===== src/rtl/pp_carry_shift_unit_if.sv =====
// Bundle for the Booth multiplier's partial-product/carry shift register:
// start handshake, CSA-row step input, register views and done handshake.
// Optional macro: PP_FINAL_SUM_EN adds product_out.
interface pp_carry_shift_unit_if #(
   parameter int WIDTH = 32,
   parameter int SHIFT = 4
);
   localparam int STEPS = WIDTH / SHIFT;
   localparam int CW    = $clog2(STEPS + 1);

   logic                     start_valid;
   logic                     start_ready;
   logic [WIDTH-1:0]         multiplier_in;
   logic                     step_en;
   logic [WIDTH+SHIFT-2:0]   pp_din;
   logic [WIDTH+SHIFT-2:0]   carry_din;
   logic [SHIFT:0]           booth_window;
   logic [2*WIDTH-1:0]       pp_dout;
   logic [2*WIDTH-1:0]       carry_dout;
   logic [CW-1:0]            step_cnt;
   logic                     busy;
   logic                     done_valid;
   logic                     done_ready;
`ifdef PP_FINAL_SUM_EN
   logic [2*WIDTH-1:0]       product_out;
`endif

   modport master (
`ifdef PP_FINAL_SUM_EN
      input  product_out,
`endif
      output start_valid, multiplier_in, step_en, pp_din, carry_din, done_ready,
      input  start_ready, booth_window, pp_dout, carry_dout, step_cnt, busy, done_valid
   );

   modport slave (
`ifdef PP_FINAL_SUM_EN
      output product_out,
`endif
      input  start_valid, multiplier_in, step_en, pp_din, carry_din, done_ready,
      output start_ready, booth_window, pp_dout, carry_dout, step_cnt, busy, done_valid
   );
endinterface


===== src/rtl/pp_carry_shift_unit.sv =====
// Partial-product/carry accumulation register for a radix-2^SHIFT sequential
// Booth multiplier. Loads the multiplier, retires SHIFT bits per step_en,
// then presents the pp/carry pair on a done handshake.
// Optional macro: PP_FINAL_SUM_EN inserts a SUM state that registers
// pp + carry onto product_out before DONE.
module pp_carry_shift_unit #(
   parameter int WIDTH = 32,
   parameter int SHIFT = 4
) (
   input  logic                 clk,
   input  logic                 rst,
   pp_carry_shift_unit_if.slave bus
);
   localparam int STEPS = WIDTH / SHIFT;
   localparam int CW    = $clog2(STEPS + 1);
   localparam int DW    = WIDTH + SHIFT - 1;

   if ((SHIFT < 1) || (SHIFT > 8) || ((WIDTH % SHIFT) != 0) || (WIDTH < 2 * SHIFT)) begin : g_param_err
      $error("pp_carry_shift_unit: illegal WIDTH/SHIFT combination");
   end

   typedef enum logic [1:0] {S_IDLE, S_RUN, S_DONE, S_SUM} state_t;

   state_t               state_q, state_d;
   logic [2*WIDTH-1:0]   pp_q, pp_d;
   logic [2*WIDTH-1:0]   carry_q, carry_d;
   logic                 last_q, last_d;
   logic [CW-1:0]        cnt_q, cnt_d;
   logic                 last_step;
`ifdef PP_FINAL_SUM_EN
   logic [2*WIDTH-1:0]   prod_q, prod_d;
`endif

   assign last_step = bus.step_en && (cnt_q == CW'(STEPS - 1));

   // State register
   always_ff @(posedge clk) begin
      if (rst) state_q <= S_IDLE;
      else     state_q <= state_d;
   end

   // Next-state logic
   always_comb begin
      state_d = state_q;
      case (state_q)
         S_IDLE: if (bus.start_valid) state_d = S_RUN;
         S_RUN: begin
            if (last_step) begin
`ifdef PP_FINAL_SUM_EN
               state_d = S_SUM;
`else
               state_d = S_DONE;
`endif
            end
         end
         S_SUM:  state_d = S_DONE;
         S_DONE: if (bus.done_ready) state_d = S_IDLE;
         default: state_d = S_IDLE;
      endcase
   end

   // Handshake/status outputs decoded from state
   always_comb begin
      bus.start_ready = (state_q == S_IDLE);
      bus.busy        = (state_q == S_RUN) || (state_q == S_SUM);
      bus.done_valid  = (state_q == S_DONE);
   end

   // Datapath next-state: load, shift-in of CSA row, final sum
   always_comb begin
      pp_d    = pp_q;
      carry_d = carry_q;
      last_d  = last_q;
      cnt_d   = cnt_q;
`ifdef PP_FINAL_SUM_EN
      prod_d  = prod_q;
`endif
      case (state_q)
         S_IDLE: begin
            if (bus.start_valid) begin
               pp_d    = {{WIDTH{1'b0}}, bus.multiplier_in};
               carry_d = '0;
               last_d  = 1'b0;
               cnt_d   = '0;
            end
         end
         S_RUN: begin
            if (bus.step_en) begin
               // Sign-extend the CSA sum by one bit; carry gets a zero slot
               // where the next row's weight starts.
               pp_d    = {bus.pp_din[DW-1], bus.pp_din, pp_q[WIDTH-1:SHIFT]};
               carry_d = {bus.carry_din, 1'b0, carry_q[WIDTH-1:SHIFT]};
               last_d  = pp_q[SHIFT-1];
               cnt_d   = cnt_q + CW'(1);
            end
         end
`ifdef PP_FINAL_SUM_EN
         S_SUM: prod_d = pp_q + carry_q;
`endif
         default: ;
      endcase
   end

   // Datapath registers
   always_ff @(posedge clk) begin
      if (rst) begin
         pp_q    <= '0;
         carry_q <= '0;
         last_q  <= 1'b0;
         cnt_q   <= '0;
`ifdef PP_FINAL_SUM_EN
         prod_q  <= '0;
`endif
      end else begin
         pp_q    <= pp_d;
         carry_q <= carry_d;
         last_q  <= last_d;
         cnt_q   <= cnt_d;
`ifdef PP_FINAL_SUM_EN
         prod_q  <= prod_d;
`endif
      end
   end

   assign bus.booth_window = {pp_q[SHIFT-1:0], last_q};
   assign bus.pp_dout      = pp_q;
   assign bus.carry_dout   = carry_q;
   assign bus.step_cnt     = cnt_q;
`ifdef PP_FINAL_SUM_EN
   assign bus.product_out  = prod_q;
`endif
endmodule


===== src/flat_wrapper.sv =====
// flat-port wrapper written by rule: the top's interface ports become plain ports
module pp_carry_shift_unit_flat 
#(
   parameter int WIDTH = 32,
   parameter int SHIFT = 4
)
  (clk, rst, bus_start_valid, bus_multiplier_in, bus_step_en, bus_pp_din, bus_carry_din, bus_done_ready, bus_start_ready, bus_booth_window, bus_pp_dout, bus_carry_dout, bus_step_cnt, bus_busy, bus_done_valid);
  pp_carry_shift_unit_if #(.WIDTH(WIDTH), .SHIFT(SHIFT)) bus_i ();
  input  logic clk;
  input  logic rst;
  input wire logic [$bits(bus_i.start_valid)-1:0] bus_start_valid;
  input wire logic [$bits(bus_i.multiplier_in)-1:0] bus_multiplier_in;
  input wire logic [$bits(bus_i.step_en)-1:0] bus_step_en;
  input wire logic [$bits(bus_i.pp_din)-1:0] bus_pp_din;
  input wire logic [$bits(bus_i.carry_din)-1:0] bus_carry_din;
  input wire logic [$bits(bus_i.done_ready)-1:0] bus_done_ready;
  output wire logic [$bits(bus_i.start_ready)-1:0] bus_start_ready;
  output wire logic [$bits(bus_i.booth_window)-1:0] bus_booth_window;
  output wire logic [$bits(bus_i.pp_dout)-1:0] bus_pp_dout;
  output wire logic [$bits(bus_i.carry_dout)-1:0] bus_carry_dout;
  output wire logic [$bits(bus_i.step_cnt)-1:0] bus_step_cnt;
  output wire logic [$bits(bus_i.busy)-1:0] bus_busy;
  output wire logic [$bits(bus_i.done_valid)-1:0] bus_done_valid;
  assign bus_i.start_valid = bus_start_valid;
  assign bus_i.multiplier_in = bus_multiplier_in;
  assign bus_i.step_en = bus_step_en;
  assign bus_i.pp_din = bus_pp_din;
  assign bus_i.carry_din = bus_carry_din;
  assign bus_i.done_ready = bus_done_ready;
  assign bus_start_ready = bus_i.start_ready;
  assign bus_booth_window = bus_i.booth_window;
  assign bus_pp_dout = bus_i.pp_dout;
  assign bus_carry_dout = bus_i.carry_dout;
  assign bus_step_cnt = bus_i.step_cnt;
  assign bus_busy = bus_i.busy;
  assign bus_done_valid = bus_i.done_valid;
  pp_carry_shift_unit #(.WIDTH(WIDTH), .SHIFT(SHIFT)) u_core (.clk(clk), .rst(rst), .bus(bus_i));
endmodule

===== config.mk =====
export PLATFORM = sky130hd
export DESIGN_NAME = pp_carry_shift_unit_flat
export DESIGN_NICKNAME = d
export VERILOG_FILES = /design/src/rtl/pp_carry_shift_unit_if.sv /design/src/rtl/pp_carry_shift_unit.sv /design/src/flat_wrapper.sv
export SDC_FILE = /design/constraint.sdc
export NUM_CORES = 1
export LEC_CHECK = 0
export ABC_AREA = 1
export CAP_MARGIN = 10
export CELL_PAD_IN_SITES_DETAIL_PLACEMENT = 0
export CELL_PAD_IN_SITES_GLOBAL_PLACEMENT = 1
export CORE_ASPECT_RATIO = 1.25
export CORE_MARGIN = 4
export CORE_UTILIZATION = 30
export DETAILED_ROUTE_END_ITERATION = 12
export PLACE_DENSITY = 0.8
export SLEW_MARGIN = 20
export SYNTH_ARGS = -nofsm -noshare
export SYNTH_HDL_FRONTEND = slang
export SYNTH_SLANG_ARGS = --single-unit

===== constraint.sdc =====
create_clock -name clk -period 4.25 [get_ports clk]
set_clock_uncertainty 0.05 [all_clocks]
set_input_delay 0.85 -clock clk [delete_from_list [all_inputs] [get_ports clk]]
set_output_delay 0.85 -clock clk [all_outputs]
set_load 0.01 [all_outputs]

# Word level (Yosys, flattened, before mapping)

Cells that the tools add are included.

Bits in registers: 135
Output and inout port bits: 140
Logic and storage cells: 36

Add/sub/neg operators: 1
Equality and inequality tests: 8
Muxes and demuxes: 16
Reductions and logical operators: 6

Operator list:

| operator                                               | count |
|---|---|
| two-way mux 64 bit                                     | 4 |
| one-hot mux 64 bit (2 select lines)                    | 2 |
| two-way mux 4 bit                                      | 2 |
| one-hot mux 2 bit (4 select lines)                     | 1 |
| one-hot mux 4 bit (2 select lines)                     | 1 |
| two-way mux 2 bit                                      | 3 |
| inequality test 2 bit (second input constant)          | 3 |
| AND reduction 3 bit                                    | 2 |
| adder 4 x 1 -> 4 bit (second input constant)           | 1 |
| equality test 2 bit (second input constant)            | 2 |
| equality test 4 x 3 -> 1 bit (second input constant)   | 1 |
| equality test 2 x 1 -> 1 bit (second input constant)   | 1 |
| logical NOT 2 bit                                      | 1 |
| two-way mux 1 bit                                      | 2 |
| inequality test 2 x 1 -> 1 bit (second input constant) | 1 |
| one-hot mux 1 bit (2 select lines)                     | 1 |
| nonzero test 2 bit                                     | 1 |
| logical AND 1 bit                                      | 1 |
| logical OR 1 bit                                       | 1 |

# Depth between registers and ports, before layout

Gate-level depths: netlist of run 1.

Depth in word-level cells: 4
Gate-level depth with buffers: 8
Mapped depth without buffers: 6

# Worst setup path after synthesis of run 1

OpenSTA, ideal clock, no wires.

Path type: input port to flip-flop
Start: input port rst
End: register u_core.carry_q[11], in the netlist u_core.bus.carry_dout[11]
Library setup time: 65 ps
Arrival: 1620 ps
Required time: 4135 ps
Path slack: 2515 ps
Stages: 5
Buffers on the path: 2
Cells stage by stage: inv_1 -> clkbuf_1 -> clkbuf_1 -> o21ai_0 -> nor2_1

RTL lines:

| element              | line                       | RTL |
|---|---|---|
| start, declared      | flat_wrapper.sv:10         | `input logic rst;` |
| end signal, assigned | pp_carry_shift_unit.sv:116 | `carry_q <= carry_d;` |
| end, declared        | pp_carry_shift_unit.sv:26  | `logic [2*WIDTH-1:0] carry_q, carry_d;` |

# Worst setup path in the final report of run 1

Start: register u_core.state_q[1]
End: output port bus_done_valid

Longest elaborated chain between the ends: 1

RTL lines:

| element                | line                      | RTL |
|---|---|---|
| start, declared        | pp_carry_shift_unit.sv:24 | `state_t state_q, state_d;` |
| start signal, assigned | pp_carry_shift_unit.sv:39 | `else state_q <= state_d;` |
| equality test 2 bit    | pp_carry_shift_unit.sv:66 | `bus.done_valid = (state_q == S_DONE);` |
| end, declared          | flat_wrapper.sv:23        | `output wire logic [$bits(bus_i.done_valid)-1:0] bus_done_valid;` |

Every way passes these cells.

==> impl_metrics.json, run 1 <==
{
  "period_needed_ns": 2.60,
  "startpoint": "u_core.state_q[1]",
  "syn_to_final_growth_pct": 55.9,
  "clk_pin_slew_ns": 0.06,
  "min_to": "u_core.bus.carry_dout[37]",
  "postRouteWirelength_mm": 18.2,
  "core_area_mm2": 0.0176,
  "antenna_left": 0,
  "track_usage_pct": 17.6,
  "dieArea_mm2": 0.0202,
  "htree_levels": 4,
  "overflow": 0,
  "io_buffer_count": 238,
  "required_ns": 3.35,
  "post-cts-setup-buffer-count": 0,
  "yosysSeqAreaShare_pct": 46.8,
  "synth_area_mm2": 0.00539,
  "wl_per_cell_um": 16.0,
  "rsz0062_at_grt": "false",
  "initial_utilization_pct": 30.7,
  "synthFlopType": "dfxtp_1",
  "hpwl_mm": 11.5,
  "avgSynthCellArea_um2": 7.64,
  "cts_buffer_depth": 2,
  "outcome": "finished clean",
  "synth_cell_types": 21,
  "hold_path_class": "register to register",
  "fin_ws_ns": 1.65,
  "peakVddDrop_v": 0.000218,
  "post-place-ws_ns": 1.48,
  "crit_fanout": 3,
  "reg2reg_depth": 5,
  "hp-start": "u_core.bus.carry_dout[37]",
  "finish.net_count": 1007,
  "timing.slew.headroom_pct": 31.0,
  "diodes": 0,
  "gp_congestion": 0.750,
  "cts_root_buf": "clkbuf_16",
  "grt_pass1_wl_mm": 28.7,
  "vias_per_cell": 4.80,
  "first_pass_iters": 4,
  "period_share_pct": 61.1,
  "synth_edf_count": 0,
  "drive_gt1_share_pct": 5.26,
  "grt_antenna_before_repair": 0,
  "path_class": "register to output pin",
  "first_iter_violations": 401,
  "vias": 5458,
  "grt_pass1_vias": 5303,
  "drc": 0,
  "clkLatencyLatePin_ns": 0.41,
  "row_count": 54,
  "regToRegStartpoint": "u_core.state_q[0]",
  "die_w_um": 128,
  "ctsResizeCount": 0,
  "netlist_instances": 706,
  "hold_violations": 0,
  "clock_sinks": 126,
  "tns_ns": 0,
  "p_leak_nw": 3.60,
  "max_freq_mhz": 385,
  "reg2reg_to": "u_core.bus.carry_dout[45]",
  "maxSlewViolCount": 0,
  "postLayoutCoreUtil_pct": 47.9,
  "r2r_slack_ns": 2.00,
  "setup_viol": 0,
  "die_y_um": 158,
  "critPathCaptureType": "output pin",
  "async_reset_ff_share_pct": 0,
  "grt_max_degree": 90,
  "whs_path_depth": 2,
  "power.density_mw_per_mm2": 495,
  "yosysWarnings": 0,
  "arrival_ns": 1.70,
  "holdBufCountCts": 0,
  "cts_tree": "yes",
  "drv_cap": 0,
  "startpoint_type": "register",
  "pin_count": 247,
  "cts-buffers-inserted": 17,
  "synth-seq-cells": 126,
  "worst_pin_slew_ns": 1.04
}
-- synthesized netlist by cell type (4+ instances only) --
master / instances / area [µm²]
nor2_1: 162 / 608
dfxtp_1: 126 / 2520
nand2_1: 108 / 405
a22oi_1: 88 / 661
o21ai_0: 81 / 405
o21ai_1: 41 / 205
buf_4: 27 / 203
clkbuf_1: 26 / 97.6
buf_2: 22 / 110
inv_1: 5 / 18.8
a21oi_1: 4 / 20.0
nand3_1: 4 / 20.0
-- cells by family after synthesis --
| logic type | Yosys count | synth area share, % |
|---|---|---|
| other cells | 1 | 0.0696 |
| buf+inv | 86 | 8.84 |
| fa+ha+maj | 1 | 0.232 |
| compound gates | 214 | 23.9 |
| flops | 126 | 46.8 |
| simple gates | 278 | 20.1 |
-- registers in the layout (all words and copies together), names as in the netlist --
register and flops:
u_core.bus.pp_dout 63, u_core.bus.step_cnt 4, u_core.bus.carry_dout 56, u_core.state_q 2, u_core.last_q 1
-- worst max-delay path, cell delays in order (launching register included) --
cell and delay (ns):
dfxtp_1 0.43, inv_1 0.14, nor2_1 0.14, clkdlybuf4s50_1 0.57
-- metrics by stage --
stage / hold WS [ns] / cells / power [mW] / area [µm²]
detailed placement: 0.432 / 1104 / 2.55 / 7740
global route: 0.477 / 1136 / 4.38 / 8410
global placement: 0.426 / 1104 / 2.55 / 7740
floorplan: 0.425 / 713 / 2.02 / 5420
finish: 0.446 / 1136 / 4.16 / 8410
CTS: 0.449 / 1136 / 4.22 / 8410
-- layout by cell type, fill, tap and decap left out, types with 5 or more instances in the layout --
master,instances
clkdlybuf4s50_1,238
nor2_1,162
dfxtp_1,126
nand2_1,106
a22oi_1,88
o21ai_0,81
o21ai_1,41
clkbuf_16,17
conb_1,8
bufinv_16,5
buf_4,5
-- cell type report --
cell class | count | area, µm²
clock buffers | 22 | 484
clock inverters | 10 | 183
fillers | 1737 | 9160
inverters | 7 | 28.8
multi-input cells | 501 | 2430
flip-flops and latches | 126 | 2520
well taps | 224 | 280
repair buffers | 246 | 2480
-- power breakdown --
group	internal, mW	switching (mW)
Sequential	1.34	0.108
Combinational	0.531	0.538
Clock	1.10	0.533
-- layer usage --
| layer | up-vias | GRT usage [%] | share of wire, % |
|---|---|---|---|
| li1 | 2747 | - | - |
| met1 | 2511 | 21.5 | 42 |
| met2 | 181 | 28.8 | 48 |
| met3 | 19 | 6.38 | 8.2 |
| met4 | 0 | 6.07 | 1.5 |
| met5 | - | 0 | 0 |
-- worst max path at each step --
stage / endpoint / slack (ns) / cells past startpoint
after floorplan: u_core.bus.carry_dout[11] / 2.52 / 5
after global placement: u_core.bus.step_cnt[2] / 1.49 / 7
after detailed placement: u_core.bus.step_cnt[3] / 1.48 / 7
after CTS: bus_done_valid / 1.61 / 3
after global routing: bus_done_valid / 1.56 / 3
final: bus_done_valid / 1.65 / 3
Power figures use the tool's default switching activity.
==> run 2, diff against run 1 <==
--- a/config.mk
+++ b/config.mk
@@ -11,9 +11,9 @@
 export CELL_PAD_IN_SITES_GLOBAL_PLACEMENT = 1
 export CORE_ASPECT_RATIO = 1.25
 export CORE_MARGIN = 4
-export CORE_UTILIZATION = 30
+export CORE_UTILIZATION = 29
 export DETAILED_ROUTE_END_ITERATION = 12
-export PLACE_DENSITY = 0.8
+export PLACE_DENSITY = 0.78
 export SLEW_MARGIN = 20
 export SYNTH_ARGS = -nofsm -noshare
 export SYNTH_HDL_FRONTEND = slang
==> constraint.sdc (replaced) <==
create_clock -name clk -period 2.5 [get_ports clk]
set_clock_uncertainty 0.05 [all_clocks]
set_input_delay 0.5 -clock clk [delete_from_list [all_inputs] [get_ports clk]]
set_output_delay 0.5 -clock clk [all_outputs]
set_load 0.01 [all_outputs]
==> run 2 against run 1 <==
Net effect: sequential share of layout area rose by 0.13 points; via count grew 0.70%; wire length decreased by 1.3%; critical endpoint unchanged; power grew 60%; global-route usage fell by 0.40 points; setup slack lost 1.4 ns; worst hold slack improved by 0.0051 ns; first-iteration DRC count fell by 17%; cell count rose by 0.53%.
==> impl_metrics.json, run 2 (synthesis results as in run 1) <==
{
  "syn_to_final_growth_pct": 55.3,
  "critPathCaptureType": "output pin",
  "clock_sinks": 126,
  "cts_buffer_depth": 2,
  "grt_use_met1_pct": 21.3,
  "hold_violations": 0,
  "vias": 5496,
  "core_area_mm2": 0.0182,
  "crit_end": "bus_done_valid",
  "pin_count": 247,
  "use_met2_pct": 28.0,
  "postLayoutCoreUtil_pct": 46.1,
  "period_needed_ns": 2.25,
  "worst_pin_slew_ns": 0.548,
  "dpl-instance-area_mm2": 0.00781,
  "tns_ns": 0,
  "peakVddDrop_v": 0.000408,
  "clkLatencyLatePin_ns": 0.41,
  "grt_antenna_before_repair": 0,
  "antenna_left": 0,
  "crit_fanout": 3,
  "postRouteWirelength_mm": 18.0,
  "track_usage_pct": 17.2,
  "drive_gt1_share_pct": 5.47,
  "reg2reg_depth": 7,
  "p_leak_nw": 3.57,
  "first_iter_violations": 331,
  "max_freq_mhz": 444,
  "place_inst": 1110,
  "cts_root_buf": "clkbuf_16",
  "row_count": 55,
  "met3_usage_pct": 5.95,
  "drv_cap": 0,
  "post-cts-setup-buffer-count": 0,
  "maxSlewViolCount": 0,
  "required_ns": 1.95,
  "post-place-ws_ns": 0.444,
  "reg2reg_to": "u_core.bus.pp_dout[7]",
  "cpPeakStageDelay_ns": 0.57,
  "ctsResizeCount": 0,
  "hold_path_class": "register to register",
  "grt_max_degree": 89,
  "fillers": 1848,
  "regToRegStartpoint": "u_core.state_q[1]",
  "path_cells": "inv_1 -> nor2_1 -> clkdlybuf4s50_1",
  "power.density_mw_per_mm2": 795,
  "clk_pin_slew_ns": 0.06,
  "first_pass_iters": 4,
  "wl_per_cell_um": 15.7,
  "startpoint_type": "register",
  "startpoint": "u_core.state_q[1]",
  "setup_viol": 0,
  "timing.slew.headroom_pct": 63.4,
  "grt_pass1_wl_mm": 28.8,
  "gr-max-usage-layer": "met2",
  "overflow": 0,
  "diodes": 0,
  "design_area_mm2": 0.00837,
  "layout_common_cells": "clkdlybuf4s50_1, nor2_1, dfxtp_1",
  "vias_per_cell": 4.81,
  "die_y_um": 160,
  "drc": 0,
  "path_class": "register to output pin",
  "holdBufCountCts": 0,
  "arrival_ns": 1.70,
  "layout_commonest_cell": "clkdlybuf4s50_1",
  "grt_pass1_vias": 5445,
  "outcome": "finished clean",
  "fin_ws_ns": 0.249,
  "rsz0062_at_grt": "false",
  "r2r_slack_ns": 0.86,
  "gp_congestion": 0.746,
  "hpwl_mm": 11.4,
  "largest_register_ffs": 63,
  "period_share_pct": 90.0,
  "htree_levels": 4,
  "io_buffer_count": 238,
  "cts-buffers-inserted": 17,
  "initial_utilization_pct": 29.7,
  "cts_tree": "yes",
  "finish.net_count": 1009,
  "die_w_um": 130,
  "dieArea_mm2": 0.0209,
  "cp_slowest_cell": "clkdlybuf4s50_1",
  "fin_cells": 1142
}
## run 2: cell count changes in the layout (fill, tap and decap cells not counted), moves of 2 or more
cell        previous run  this run
clkinvlp_4             0         3
bufinv_16              5         1
inv_6                  0         4
buf_12                 3         7
buf_4                  5         3
clkinv_4               2         4
clkbuf_8               4         0
## run 2: how the worst min path moves through the flow
stage | startpoint | endpoint | slack [ns] | cells after the start
after floorplan | u_core.last_q | u_core.last_q | 0.43 | 2
after global placement | u_core.bus.carry_dout[38] | u_core.bus.carry_dout[38] | 0.43 | 2
after detailed placement | u_core.bus.carry_dout[56] | u_core.bus.carry_dout[56] | 0.43 | 2
after CTS | u_core.bus.carry_dout[56] | u_core.bus.carry_dout[56] | 0.45 | 2
after global routing | u_core.bus.carry_dout[33] | u_core.bus.carry_dout[33] | 0.48 | 2
final | u_core.bus.carry_dout[34] | u_core.bus.carry_dout[34] | 0.45 | 2
## run 2: routing by layer
metal / vias up / share of wire, %
met5: - / 0
met4: 0 / 1.5
met3: 21 / 8.2
met2: 195 / 48
met1: 2519 / 43
li1: 2761 / -
## run 2: cell type report
| class | instances | area, µm² | area share, % |
|---|---|---|---|
| clock buffers | 17 | 425 | 5.08 |
| clock inverters | 15 | 138 | 1.64 |
| inverters | 7 | 28.8 | 0.344 |
| multi-input cells | 501 | 2430 | 29.0 |
| flip-flops and latches | 126 | 2520 | 30.1 |
| well taps | 228 | 285 | 3.41 |
| repair buffers | 248 | 2540 | 30.4 |
## run 2: critical path, delay by kind of cell (launching register included)
family / cells / cell delay (ns)
buf+inv: 2 / 0.71
flops: 1 / 0.43
simple gates: 1 / 0.15
## run 2: where the power goes
part | internal, mW | switching, mW
clock network | 1.38 | 0.973
logic | 0.924 | 0.916
registers | 2.29 | 0.178
## run 2: per-stage QoR
| stage | power (mW) | hold slack (ns) |
|---|---|---|
| global placement | 4.37 | 0.426 |
| global route | 7.05 | 0.478 |
| CTS | 6.76 | 0.450 |
| finish | 6.65 | 0.452 |
| detailed placement | 4.36 | 0.433 |
| floorplan | 3.44 | 0.425 |
